[config.mk]
export PLATFORM = sky130hd
export DESIGN_NAME = sr_cmd_sequencer
export DESIGN_NICKNAME = d
export VERILOG_FILES = /design/src/rtl/sr_cmd_sequencer.sv
export SDC_FILE = /design/constraint.sdc
export NUM_CORES = 1
export LEC_CHECK = 0
export ABC_AREA = 0
export CORE_MARGIN = 5
export CORE_UTILIZATION = 35
export DETAILED_ROUTE_END_ITERATION = 8
export PLACE_DENSITY_LB_ADDON = 0.08
export SYNTH_ARGS = -nofsm -noshare
export SYNTH_HDL_FRONTEND = slang
export SYNTH_SLANG_ARGS = --single-unit
[constraint.sdc]
create_clock -name clk -period 1.6 [get_ports clk]
set_input_delay 0.16 -clock clk [delete_from_list [all_inputs] [get_ports clk]]
set_output_delay 0.16 -clock clk [all_outputs]
set_load 0.005 [all_outputs]
[src/rtl/sr_cmd_sequencer.sv]
// Debounced set/clear command sequencer driving a gated SR latch with
// non-overlapping s/r pulses. Optional macro: SR_SKIP_REDUNDANT_EN.
module sr_cmd_sequencer #(
  parameter int DEB_CYCLES   = 4,
  parameter int PULSE_CYCLES = 2,
  parameter int GUARD_CYCLES = 1,
  parameter int PRIO_SET     = 1
) (
  input  logic       clk,
  input  logic       rst_n,
  input  logic       set_req,
  input  logic       clr_req,
  output logic       s,
  output logic       r,
  output logic       latch_en,
  output logic       busy,
  output logic       shadow_q,
  output logic       conflict,
  output logic [1:0] state_dbg
);

  typedef enum logic [1:0] {
    ST_IDLE  = 2'd0,
    ST_PULSE = 2'd1,
    ST_GUARD = 2'd2
  } state_e;

  localparam logic [3:0] DEB_LIM   = 4'(DEB_CYCLES);
  localparam logic [3:0] PULSE_END = 4'(PULSE_CYCLES - 1);
  localparam logic [3:0] GUARD_END = 4'(GUARD_CYCLES - 1);
  localparam logic       PRIO_BIT  = (PRIO_SET != 0);

  state_e     state_q, state_d;
  logic [3:0] set_cnt_q, set_cnt_d, clr_cnt_q, clr_cnt_d;
  logic       set_deb_q, set_deb_d, clr_deb_q, clr_deb_d;
  logic       pend_set_q, pend_set_d, pend_clr_q, pend_clr_d;
  logic [3:0] tmr_q, tmr_d;
  logic       cmd_q, cmd_d;
  logic       s_q, s_d, r_q, r_d, en_q, en_d;
  logic       shadow_d, shadow_r;
  logic       conflict_q, conflict_d;

  logic       set_lvl, clr_lvl, set_qual, clr_qual;
  logic       set_eff, clr_eff, set_ok, clr_ok;

  // Saturating debounce counters; a request is the rising edge of the level.
  always_comb begin
    set_cnt_d = '0;
    clr_cnt_d = '0;
    if (set_req) set_cnt_d = (set_cnt_q == 4'hF) ? set_cnt_q : set_cnt_q + 4'd1;
    if (clr_req) clr_cnt_d = (clr_cnt_q == 4'hF) ? clr_cnt_q : clr_cnt_q + 4'd1;
    set_lvl   = (set_cnt_q >= DEB_LIM);
    clr_lvl   = (clr_cnt_q >= DEB_LIM);
    set_deb_d = set_lvl;
    clr_deb_d = clr_lvl;
    set_qual  = set_lvl & ~set_deb_q;
    clr_qual  = clr_lvl & ~clr_deb_q;
    set_eff   = pend_set_q | set_qual;
    clr_eff   = pend_clr_q | clr_qual;
`ifdef SR_SKIP_REDUNDANT_EN
    set_ok    = set_eff & ~shadow_r;
    clr_ok    = clr_eff & shadow_r;
`else
    set_ok    = set_eff;
    clr_ok    = clr_eff;
`endif
  end

  always_comb begin
    state_d    = state_q;
    tmr_d      = tmr_q;
    cmd_d      = cmd_q;
    shadow_d   = shadow_r;
    conflict_d = 1'b0;
    pend_set_d = set_eff;
    pend_clr_d = clr_eff;
    unique case (state_q)
      ST_IDLE: begin
        // Every pending request is consumed here: issued, dropped or discarded.
        pend_set_d = 1'b0;
        pend_clr_d = 1'b0;
        if (set_ok || clr_ok) begin
          state_d    = ST_PULSE;
          tmr_d      = '0;
          cmd_d      = (set_ok && clr_ok) ? PRIO_BIT : set_ok;
          conflict_d = set_ok && clr_ok;
        end
      end
      ST_PULSE: begin
        if (tmr_q == PULSE_END) begin
          shadow_d = cmd_q;
          tmr_d    = '0;
          state_d  = (GUARD_CYCLES == 0) ? ST_IDLE : ST_GUARD;
        end else begin
          tmr_d = tmr_q + 4'd1;
        end
      end
      ST_GUARD: begin
        if (tmr_q == GUARD_END) begin
          state_d = ST_IDLE;
          tmr_d   = '0;
        end else begin
          tmr_d = tmr_q + 4'd1;
        end
      end
      default: state_d = ST_IDLE;
    endcase
    en_d = (state_d == ST_PULSE);
    s_d  = en_d & cmd_d;
    r_d  = en_d & ~cmd_d;
  end

  always_ff @(posedge clk) begin
    if (!rst_n) begin
      state_q    <= ST_IDLE;
      set_cnt_q  <= '0;
      clr_cnt_q  <= '0;
      set_deb_q  <= 1'b0;
      clr_deb_q  <= 1'b0;
      pend_set_q <= 1'b0;
      pend_clr_q <= 1'b0;
      tmr_q      <= '0;
      cmd_q      <= 1'b0;
      s_q        <= 1'b0;
      r_q        <= 1'b0;
      en_q       <= 1'b0;
      shadow_r   <= 1'b0;
      conflict_q <= 1'b0;
    end else begin
      state_q    <= state_d;
      set_cnt_q  <= set_cnt_d;
      clr_cnt_q  <= clr_cnt_d;
      set_deb_q  <= set_deb_d;
      clr_deb_q  <= clr_deb_d;
      pend_set_q <= pend_set_d;
      pend_clr_q <= pend_clr_d;
      tmr_q      <= tmr_d;
      cmd_q      <= cmd_d;
      s_q        <= s_d;
      r_q        <= r_d;
      en_q       <= en_d;
      shadow_r   <= shadow_d;
      conflict_q <= conflict_d;
    end
  end

  assign s         = s_q;
  assign r         = r_q;
  assign latch_en  = en_q;
  assign busy      = (state_q != ST_IDLE);
  assign shadow_q  = shadow_r;
  assign conflict  = conflict_q;
  assign state_dbg = state_q;

endmodule

Word level (Yosys, flattened, before mapping)
Index checks and enable logic that the tools add are counted.

operators by class
  bitwise operators = 10
  equality and inequality tests = 7
  magnitude comparators = 2
  reduce and logical (&&, ||, !) cells = 12
  $add $sub $neg = 3
  mux-type cells = 11

operators by type and width
  kind                 number
  $add 4x1->4 const B  3
  $mux 4               3
  $pmux 4 s3           1
  $eq 4x4->1 const B   2
  $ge 4x3->1 const B   2
  $reduce_and 2->1     4
  $mux 2               3
  $pmux 2 s3           1
  $and 1x1->1          4
  $eq 2x1->1 const B   2
  $eq 4x1->1 const B   1
  $logic_not 4->1      1
  $not 1->1            4
  $mux 1               3
  $reduce_and 3->1     1
  $reduce_bool 3->1    1
  $eq 2x2->1 const B   1
  $logic_not 2->1      1
  $ne 2x2->1 const B   1
  $or 1x1->1           2
  $reduce_bool 2->1    1
  $reduce_or 2->1      1
  $logic_and 1x1->1    1
  $logic_or 1x1->1     1

storage, ports and cells
  word-level logic and storage cells = 59
  output and inout port bits = 8
  register bits = 24
  bits of input ports = 4

Depth between registers and ports, before layout
Gate-level depths: netlist of the first run.

  word-level depth = 9
  gate-level depth with buffers = 6
  gate-level depth less buffers = 6

Least setup slack after synthesis of the first run
Ideal clock, no wire load.

  path type = register to register
  from = reg state_q[0], in the netlist state_dbg[0]
  to = reg tmr_q[2]
  clock period less this slack = 1483 ps
  required time = 1479 ps
  stages on the path, launching flop included = 7
  library setup time = 121 ps
  arrival time = 1361 ps
  buffers on the path = 0
  setup slack = 117 ps
  cells stage by stage = dfxtp_1 inv_1 ha_1 and2b_1 a41o_1 a31oi_1 o22ai_1

between the ends
  cells in the longest elaborated chain, start to end = 3

RTL lines
  element                                                           RTL line  text
  start, declared                                                   33        state_e state_q, state_d;
  start signal, assigned                                            130       state_q <= state_d;
  $eq 2x2->1, or another cell as far along                          77        unique case (state_q)
  $reduce_bool 3->1 (no line) / $ne 2x2->1 (equally long branches)  --
  $reduce_and 2->1 (no line)                                        --
  end signal, assigned                                              137       tmr_q <= tmr_d;
  end, declared                                                     37        logic [3:0] tmr_q, tmr_d;

Parallel ways exist; a longest one is shown, timed or not.
A chain may end at the register's enable or synchronous reset.

Worst setup path after layout of the first run
  from = reg state_q[1], in the netlist state_dbg[1]
  to = reg en_q, in the netlist latch_en

between the ends
  cells in the longest elaborated chain, start to end = 3

RTL lines
  element                                   RTL line  text
  $eq 2x2->1, or another cell as far along  77
  $pmux 2 s3 *                              77
  $eq 2x1->1 *                              108       en_d = (state_d == ST_PULSE);
  end signal, assigned                      141       en_q <= en_d;
  end, declared                             39        logic s_q, s_d, r_q, r_d, en_q, en_d;

Mark *: on every way between the ends. The rest lies on a longest branch, timed or not.

==> results of run 1 <==
[worst min-delay path, cell delays in order]
cell	delay (ps)
clkdlybuf4s50_1	400
nand2_1	130
nor2_1	60
[worst min-delay path by stage]
stage,to,cells after the start
global placement,shadow_q,2
floorplan,clr_cnt_q[0],2
CTS,set_cnt_q[0],3
finish,set_cnt_q[0],3
global route,set_cnt_q[0],3
detailed placement,shadow_q,2
[logic make-up after synthesis]
logic type | Yosys count
simple gates | 55
xor+xnor | 2
compound gates | 24
fa+ha+maj | 9
buf+inv | 12
mux | 3
flops | 24
[state kept, by name, indices dropped and copies added, names as in the netlist, 2 cells and up]
signal,cells
clr_cnt_q,4
state_dbg,2
tmr_q,4
set_cnt_q,4
[per-stage QoR]
step,hold slack [ps],util
global placement,484,0.415
finish,448,0.461
floorplan,351,-
CTS,442,0.433
detailed placement,496,0.415
global route,454,0.461
[placed cells by master (no fill, tap or decap), drive strengths merged, types with 4 or more instances in the layout]
cell and count:
inv 10, a31oi 4, nand4 4, nand2 8
dfxtp 24, buf 7, clkdlybuf4s50 10, nor2 19
nor3 5, a211oi 4, ha 9, nand3 6
[where the power goes]
group          switching (mW)  internal [mW]  total [mW]
registers             0.00620          0.600       0.607
logic                  0.0250         0.0261      0.0511
clock network           0.196          0.253       0.449
total                   0.227          0.880        1.11
[timing repair]
action                                 CTS  global route
setup endpoints to repair                1             8
hold buffers                             0             0
pin swaps                                0             7
resized for setup                        4            22
setup buffers                            1             1
endpoints found under the hold margin    0             0
[area by class of cell]
cell class	count	area [sq um]
inverters	10	37.5
fillers	352	1780
clock inverters	1	30.0
well taps	46	57.6
clock buffers	3	22.5
multi-input cells	93	729
flip-flops and latches	24	489
repair buffers	18	161
[per-layer routing]
metal | up-vias | share of wire | routed length (microns)
met2 | 11 | 0.48 | 1230
met5 | - | 0 | 0
met3 | 5 | 0.027 | 69
li1 | 495 | - | -
met1 | 463 | 0.48 | 1240
met4 | 0 | 0.014 | 36
==> run summary, run 1 <==
The run finished with clean final reports. The run gives 7.18 ps as the worst setup skew after layout. The worst path arrival time came out at 1730 ps.

Number of pins with negative max-slew slack in the final report: 0. The area fraction in compound gates after synthesis was 0.172; the net count of the finished layout was 163. Highest-delay cell along the critical path: dfxtp_1. For the standby leakage power, the log shows 0.584 nW. The tools report the number of global-route vias before repair as 978. The share of synthesized registers carrying an async set or reset was 0; the met2 usage in global routing was 0.205. The run gives 4310 microns as the wire length of the first global-routing pass. Area share of fa/ha/maj cells after synthesis: 0.0946.

The routing layer with the top usage in global route is met2. The maximum level of the CTS H-tree came out at 1. The tools report the max-cap violation count as 0. The tools report the origin of the worst min-delay path as set_req. For this block, the routed nets add up to 2580 microns of wire. Cell occurring most often along the worst timing path: buf_4. Entering global routing, the biggest net connects 15 pins. Across the VDD grid, the largest voltage drop is 269 uV. Relative to the synthesized area, the layout overhead comes to 28.4%.

The met1 demand-to-capacity share in global routing was 0.155; the number of input and output port buffers inserted was 11. Static timing analysis puts the maximum clock frequency at 662 MHz. Worst setup path startpoint: state_dbg[1].

Across all setup checks in the final design, the least slack found is 89.4 ps. Before CTS, the worst setup slack after placement is 50.3 ps. The floorplan step defined a die boundary enclosing 4670 sq um. The average detailed-routed wire length per instance works out to 13.2 microns.

The startpoint of the worst-slack reg-to-reg timing path is state_dbg[1]. The capturing element type of the critical path was a flip-flop. The most common cell in the synthesized netlist is dfxtp_1. The first TritonRoute pass finished after 4 iterations. The overall die height came out at 68.3 microns. Sorting the synthesized cells by how often they occur yields dfxtp_1 (24), nor2_1 (19), ha_1 (9), inv_1 (9), nand2_1 (8).

The terminus of the critical flop-to-flop path is latch_en. For this run, the slowest stage of the critical path takes 340 ps. The congestion estimate from routability-driven global placement came to 0.727. Xor and xnor area share after synthesis: 0.0147. The clock network latency to the later pin of the worst-skew pair is 320 ps, and the number of distinct library cells after synthesis is 36. For the worst setup path, the data required time is 1820 ps. For the final count of hold timing violations, the log shows 0. The path depth of the worst reg2reg path is 7, and the largest buffer count on any clock path is 2. Pin placement for this block handled 12 I/O pins. The final global-route overflow total was 0; the final setup TNS was 0 ps. In this run, the number of DRC markers left after iteration 0 of detailed routing was 35. The worst slew slack as a fraction of its limit is 0.745, and the share of synthesized cell area in and, or, nand and nor gates is 0.239.

The clock period could shrink to 1510 ps. After routing the design area is 1530 sq um. The register bit total from synthesis was 24. For the initial antenna violation count, the log shows 0. The flip-flop cell with the highest count after synthesis is dfxtp_1.

Detailed placement ended at an HPWL of 1870 microns. For the part of the Yosys area used for sequential elements, the log shows 0.404. Of all nets on the critical path, the largest fanout is 4. The detailed router placed 974 vias in this run. Type of the worst min-delay path: input pin to flip-flop.

The mean post-synth cell area was 9.22 sq um; the number of enable flip-flop cells after synthesis was 0. For this design, the sink count on the clock tree is 24. dfxtp_1 takes more of the synthesized area than any other cell. The critical path contains buffers and inverters numbering 2 combined. The critical path is of the flip-flop to flip-flop type. For this run, the number of standard cells in the final layout without fillers is 195. Main combinational cell family by area after synthesis: simple AND/OR/NAND/NOR gates. In this run the number of cells on the critical path is 7.

Traced cell by cell, the critical path runs through buf_4 -> ha_2 -> o22ai_4 -> nand4_1 -> o211ai_1 -> buf_4 -> nor2_1. The effective utilization at floorplan was 0.359; the setup slack of the most critical reg-to-reg path was 90 ps. The top-area cell type share of the netlist area was 0.404.

Power per cell area: 725 nW/um^2. The buffer cell driving the clock tree root is clkbuf_4. 0 antenna diodes ended up in the layout.

The tools report the gate count after technology mapping as 129. For the met3 layer usage reported by global route, the log shows 0.0279. The worst setup path is launched from a flip-flop.

The fraction of layout instances using a drive strength above 1 came out at 0.242. In the post-synthesis netlist, the biggest area contributors are dfxtp_1 (40%), ha_1 (9.5%), nor2_1 (6.0%), o21bai_4 (3.2%), inv_1 (2.8%). The floorplan has 21 rows. Buffers inserted during clock tree synthesis total 3.

TritonCTS built the clock tree. In this run the worst setup path terminates at latch_en. Including well taps, the total number of placed cells is 189.

Portion of the clock cycle consumed by the worst path in the final layout: 0.944. The run gives 1370 sq um as the cell area reported after detailed placement. Using the TritonRoute via totals, the vias-per-cell ratio works out to 4.99. After detailed routing, the number of remaining DRC violations is 0. The logs give 1.11 mW for the total power after layout and 1190 sq um for the synthesized cell area.

The logs give 0 for the number of antenna-violating nets in the routed design and 0 for the Yosys warning count. The region available for standard cell placement spans 3310 sq um. Horizontal extent of the die: 68.3 microns. Broken down by cell family, the worst path's largest delay share belongs to compound AO/OA/AOI/OAI gates.

The clock transition at the register clock pins on the worst setup and hold paths after CTS was 140 ps; the post-synth net total was 142. The number of failing setup endpoints in the final timing report was 0; the slew at the pin with the worst max-slew slack was 382 ps. The multiplexer share of the synthesized area came out at 0.0252. The global-route usage over all layers was 0.123.
Power figures use the tool's default switching activity.
==> run 2: changes to the inputs <==
==> constraint.sdc (replaced) <==
create_clock -name clk -period 1.3 [get_ports clk]
set_input_delay 0.13 -clock clk [delete_from_list [all_inputs] [get_ports clk]]
set_output_delay 0.13 -clock clk [all_outputs]
set_load 0.005 [all_outputs]
==> run 2 against run 1 <==
Against the previous run: the run now ends with negative setup slack left; maximum frequency grew 3.1%; power grew 25%; cell count rose by 11%; via count rose by 6.3%; cell area grew 16%; global-route usage up 1.6 points; worst setup slack worse by 250 ps; sequential cell count is the same.
==> run summary, run 2 (synthesis results as in run 1) <==
The worst setup skew after layout was 5.46 ps (-1.72 ps); the portion of the clock cycle consumed by the worst path in the final layout was 1.13 (+0.183). The maximum number of pins on one net before global-route repair came out at 15 (unchanged). The clock transition at the register clock pins on the worst setup and hold paths after CTS is 150 ps (about the same). The post-layout instance area is 1770 sq um (+16%). The worst setup path is launched from a flip-flop. The number of antenna-violating nets in the routed design came out at 0 (unchanged).

Clock network latency to the later pin of the worst-skew pair: 320 ps (about the same). The checks that failed: negative setup slack. The run gives 2920 microns (+13%) as the overall routed net length. The wire length of the first global-routing pass came out at 4710 microns (+9.1%). Setup repair after global routing could not meet its margin everywhere. Final count of hold timing violations: 0 (unchanged). The tools report the total placed cells including tap cells as 207 (+9.5%). The net count of the finished layout came out at 184 (+13%). The top cell types in the final layout, fill and taps aside, are buf_4 (24), nor2_1 (19), dfxtp_1 (19), nand2_1 (8). The flow ran to the end, but the final reports show violations.

The final HPWL from detailed placement was 2010 microns (+7.6%); the effective utilization at floorplan was 0.359 (unchanged). TritonCTS built the clock tree. Via count: 1035 (+6.3%).

The power per cell area was 780 nW/um^2 (+7.7%); the number of pins with negative max-slew slack in the final report was 0 (unchanged). The number of buffers inserted by hold repair at cts was 0 (unchanged). The worst path arrival time was 1730 ps (about the same). For the max-cap violation count, the log shows 0 (unchanged). Leaving out fill and tap cells, the most frequent cell in the layout is buf_4. The fraction of layout instances using a drive strength above 1 was 0.412 (+0.170); the highest clock frequency the design can meet was 682 MHz (+3.1%).

By startpoint and endpoint, the worst setup path is classified as flip-flop to flip-flop. The largest buffer count on any clock path was 2 (unchanged); the maximum level of the CTS H-tree was 1 (unchanged). The final standard cell utilization of the core was 0.534 (+0.0726); the slew at the pin with the worst max-slew slack was 440 ps (+58.7 ps). The total power after layout was 1.38 mW (+25%). The horizontal extent of the die was 68.3 microns (unchanged); the data required time at the worst endpoint was 1570 ps (-250 ps).

The final-layout fill cell count was 329 (-6.5%). The worst slew slack as a fraction of its limit came out at 0.705 (-0.0393). The tools report the I/O pin count as 12 (unchanged).

In the final layout, the registers with the most flip-flops are clr_cnt_q x4, set_cnt_q x4, tmr_q x4. The peak supply drop is 527 uV (+96%), and the number of global-route vias before repair is 1027 (+5.0%). The path depth of the worst reg2reg path was 6 (-1); the area of the core region was 3310 sq um (unchanged).

The die area is 4670 sq um (unchanged). For the site row count, the log shows 21 (unchanged). The count of antenna diodes in the layout is 0 (unchanged), and the overall die height is 68.3 microns (unchanged). The logs give 1530 sq um (+11%) for the cell area reported after detailed placement and 24 (unchanged) for the clock sink count. The cell depth of the worst hold path works out to 3 (unchanged). The detailed-router iteration count before antenna repair came out at 4 (unchanged).

The tools report the setup slack after layout as -166 ps (-255 ps). The run gives 0.139 (+0.0157) as the global-route usage over all layers. The number of failing setup endpoints in the final timing report was 10 (+10); the largest driver fanout on the critical path was 4 (unchanged). The initial antenna violation count is 0 (unchanged), and the final-layout worst hold slack is 425 ps (-22.6 ps). The final non-filler cell total is 216 (+11%), and the average detailed-routed wire length per instance is 13.5 microns (+2.4%). The tools report the standby leakage power as 0.740 nW (+27%). The worst setup path is captured at a flip-flop. The number of input and output port buffers inserted is 11 (unchanged).

Final RePlAce weighted congestion: 0.754 (+3.7%). Buffer cell driving the clock tree root: clkbuf_4. The per-cell via count in the routed design came out at 4.79 (-4.1%).

Final critical delay including setup and external delays: 1470 ps (-45.1 ps). The number of buffers created by CTS was 3 (unchanged). The area growth from synthesis to layout came out at 48.6%.

The number of DRC markers after the initial detailed-route iteration came out at 53 (+51%). The DRC violation count after routing was 0 (unchanged). The final global-route overflow total came out at 0 (unchanged). The type of the worst min-delay path was input pin to flip-flop.
run 2: changes by cell type in the layout (fill, tap and decap cells not counted), sizes merged:
cell,previous run,this run
buf,7,28
clkbuf,3,5
clkdlybuf4s15,0,1
clkdlybuf4s50,10,4
dlygate4sd2,1,4
run 2: area by class of cell:
| class | instances | area (sq um) | area share |
|---|---|---|---|
| Timing Repair Buffer | 39 | 330 | 0.187 |
| Clock inverter | 1 | 30.0 | 0.0170 |
| Tap cell | 46 | 57.6 | 0.0326 |
| Inverter | 10 | 40.0 | 0.0226 |
| Multi-Input combinational cell | 93 | 798 | 0.452 |
| Clock buffer | 3 | 22.5 | 0.0127 |
| Sequential cell | 24 | 489 | 0.277 |
run 2: layer usage:
layer,GRT usage,wire [microns]
met2,0.239,1470
met4,0.0447,14
met3,0.0312,75
met1,0.169,1370
met5,0,0
run 2: per-stage QoR:
| step | setup TNS, ps | worst slack, ps |
|---|---|---|
| 2_1_floorplan | -99.3 | -43.2 |
| 3_3_place_gp | -960 | -167 |
| 3_5_place_dp | -1150 | -182 |
| 4_1_cts | -1000 | -145 |
| 5_1_grt | -1970 | -234 |
| 6_report | -1120 | -166 |
run 2: worst max-delay path, stage by stage, from the launching register on:
cell and delay, ps:
dfxtp_2 360, inv_2 100, ha_4 150, and2b_2 200
nand4_4 120, a211oi_4 320, and2_1 170
run 2: power breakdown:
part	total, mW	switching (mW)	internal (mW)
Sequential	0.749	0.00747	0.741
Clock	0.556	0.245	0.311
Combinational	0.0745	0.0357	0.0389
run 2: path summary, 6_finish.rpt:
check	startpoint	endpoint	slack [ps]
setup / recovery	state_dbg[1]	state_dbg[1]	-170
hold / removal	set_req	set_cnt_q[0]	420
setup reg to reg	state_dbg[1]	state_dbg[1]	-170
hold reg to reg	shadow_q	shadow_q	530
run 2: timing repair:
item | 4_1_cts | 5_1_grt
buffers inserted | 3 | 2
resized for setup | 38 | 8
setup endpoints to repair | 16 | 13
pin swaps | 17 | 8
==> run 3: changes to the inputs <==
--- a/config.mk
+++ b/config.mk
@@ -10,6 +10,7 @@
 export CORE_UTILIZATION = 35
 export DETAILED_ROUTE_END_ITERATION = 8
 export PLACE_DENSITY_LB_ADDON = 0.08
+export SETUP_SLACK_MARGIN = 0.02
 export SYNTH_ARGS = -nofsm -noshare
 export SYNTH_HDL_FRONTEND = slang
 export SYNTH_SLANG_ARGS = --single-unit
==> constraint.sdc (replaced) <==
create_clock -name clk -period 1.3 [get_ports clk]
set_input_delay 0.13 -clock clk [delete_from_list [all_inputs] [get_ports clk]]
set_output_delay 0.13 -clock clk [all_outputs]
set_load 0.1 [all_outputs]
==> run 3 against run 2 <==
Against the previous run: the flow still finishes with violations (negative setup slack); via count up 0.19%; cell count fell by 2.8%; sequential power about the same; largest cell class unchanged; first-iteration DRC count up 3.8%; count of clock-buffer cells in the layout increased by 1; clock power decreased by 15%; clock skew fell by 3.2 ps.
==> run summary, run 3 (synthesis results as in run 1) <==
The peak supply drop was 386 uV (-27%); the overall routed net length was 2660 microns (-9.0%). The final global-route overflow total came out at 0 (unchanged). The clock sink count is 24 (unchanged). In the layout the commonest cells are buf_4 (21), dfxtp_1 (20), nor2_1 (19), nand2_1 (8), buf_12 (8).

The final critical delay including setup and external delays is 1460 ps (-1.43 ps). The tools report the worst path arrival time as 1690 ps (-40 ps). The detailed-router iteration count before antenna repair is 4 (unchanged). Setup repair after global routing could not meet its margin everywhere. Category of the critical setup timing path: flip-flop to flip-flop.

The number of failing setup endpoints in the final timing report is 10 (unchanged). Standby leakage power: 0.703 nW (-4.9%). The initial antenna violation count came out at 0 (unchanged).

The portion of the clock cycle consumed by the worst path in the final layout is 1.13 (about the same), and the horizontal extent of the die is 68.3 microns (unchanged). The via count was 1037 (+0.19%); the net count of the finished layout was 178 (-3.3%). The number of input and output port buffers inserted came out at 11 (unchanged). The maximum level of the CTS H-tree is 1 (unchanged), and the final RePlAce weighted congestion is 0.773 (+2.6%). The per-cell via count in the routed design is 4.94 (+3.1%). The run gives 3 (unchanged) as the number of buffers created by CTS.

The final standard cell utilization of the core is 0.541 (+0.00680). The run gives 2.24 ps (-3.22 ps) as the worst setup skew after layout. Effective utilization at floorplan: 0.359 (unchanged). STA classifies the critical path endpoint as a flip-flop. The highest clock frequency the design can meet was 683 MHz (about the same); the clock transition at the register clock pins on the worst setup and hold paths after CTS was 140 ps (about the same). The largest driver fanout on the critical path is 4 (unchanged).

The run gives 964 (-6.1%) as the number of global-route vias before repair. The tools report the largest buffer count on any clock path as 2 (unchanged). The tools report the final count of hold timing violations as 0 (unchanged).

TritonCTS built the clock tree. The clock network latency to the later pin of the worst-skew pair was 320 ps (about the same). Overall die height: 68.3 microns (unchanged). STA classifies the critical path startpoint as a flip-flop. The worst slew slack as a fraction of its limit is 0.754 (+0.0492), and the wire length of the first global-routing pass is 4420 microns (-6.0%).

For the data required time at the worst endpoint, the log shows 1530 ps (-40 ps). Compared with the post-synthesis result, the final layout area differs by 50.5%. The area of the core region is 3310 sq um (unchanged).

The final reports fail on negative setup slack. For the number of pins with negative max-slew slack in the final report, the log shows 0 (unchanged). The die area was 4670 sq um (unchanged); the DRC violation count after routing was 0 (unchanged).

Power per cell area: 729 nW/um^2 (-6.5%). The tools report the number of antenna-violating nets in the routed design as 0 (unchanged). Count of antenna diodes in the layout: 0 (unchanged). The number of DRC markers after the initial detailed-route iteration is 55 (+3.8%), and the final HPWL from detailed placement is 2050 microns (+1.7%). The average detailed-routed wire length per instance is 12.7 microns (-6.4%).

The global-route usage over all layers was 0.125 (-0.0134); the setup slack after layout was -164 ps (+1.43 ps). Total power after layout: 1.31 mW (-5.3%). Type of the worst min-delay path: input pin to flip-flop. The number of buffers inserted by hold repair at cts came out at 0 (unchanged). The largest registers in the layout are clr_cnt_q x4, set_cnt_q x4, tmr_q x4. The flow ran to the end, but the final reports show violations.

Final-layout fill cell count: 323 (-1.8%). The leading cell type in the layout, fill and taps excluded is buf_4. The I/O pin count is 12 (unchanged). The logs give 15 (unchanged) for the maximum number of pins on one net before global-route repair and 417 ps (-8.08 ps) for the final-layout worst hold slack. The site row count came out at 21 (unchanged). The max-cap violation count is 0 (unchanged). The buffer cell driving the clock tree root is clkbuf_4. The slew at the pin with the worst max-slew slack was 367 ps (-73.4 ps).

The fraction of layout instances using a drive strength above 1 works out to 0.415 (+0.00287).
[run 3: power breakdown]
part / switching, mW / internal [mW] / leakage [nW] / total, mW
clock: 0.237 / 0.235 / 0.0261 / 0.472
combinational: 0.0451 / 0.0418 / 0.481 / 0.0868
sequential: 0.00794 / 0.739 / 0.197 / 0.747
[run 3: repair_timing]
action / 4_1_cts / 5_1_grt
setup buffers: 1 / 1
pin swaps: 9 / 14
gates resized for setup: 7 / 19
endpoints found under the setup margin: 10 / 13
[run 3: critical path, cell delays in order (launching register included)]
cell	delay (ps)
dfxtp_2	350
inv_2	70
ha_4	130
or3b_4	390
a21oi_4	180
a211oi_4	90
and2_1	160
[run 3: area by class of cell]
| cell class | instances | area [sq um] | area share |
|---|---|---|---|
| sequential | 24 | 490 | 0.274 |
| timing repair buffer | 33 | 359 | 0.201 |
| tap | 46 | 57.6 | 0.0321 |
| clock buffer | 4 | 47.5 | 0.0266 |
| inverter | 10 | 46.3 | 0.0259 |
| multi-input combinational | 93 | 790 | 0.441 |
[run 3: through the flow]
| step | std cells | setup WS, ps | area (sq um) | TNS, ps |
|---|---|---|---|---|
| global route | 210 | -228 | 1790 | -1910 |
| floorplan | 129 | -596 | 1230 | -3750 |
| global placement | 204 | -134 | 1610 | -851 |
| CTS | 209 | -175 | 1700 | -1360 |
| detailed placement | 204 | -184 | 1610 | -1080 |
| finish | 210 | -164 | 1790 | -1200 |
[run 3: worst paths after layout]
path                            startpoint            to  slack [ps]  cells past startpoint
worst max-delay path              tmr_q[1]  state_dbg[1]        -160                      6
worst min-delay path               set_req  set_cnt_q[0]         420                      3
worst max register to register    tmr_q[1]  state_dbg[1]        -160                      6
worst min register to register       cmd_q      shadow_q         540                      2
[run 3: routing by layer]
layer,part of all wire,GRT usage,up-vias,routed length (microns)
met4,0.0098,0.0447,0,26
li1,-,-,531,-
met3,0.018,0.0197,4,47
met2,0.50,0.213,12,1340
met1,0.47,0.159,490,1250
met5,0,0,-,0
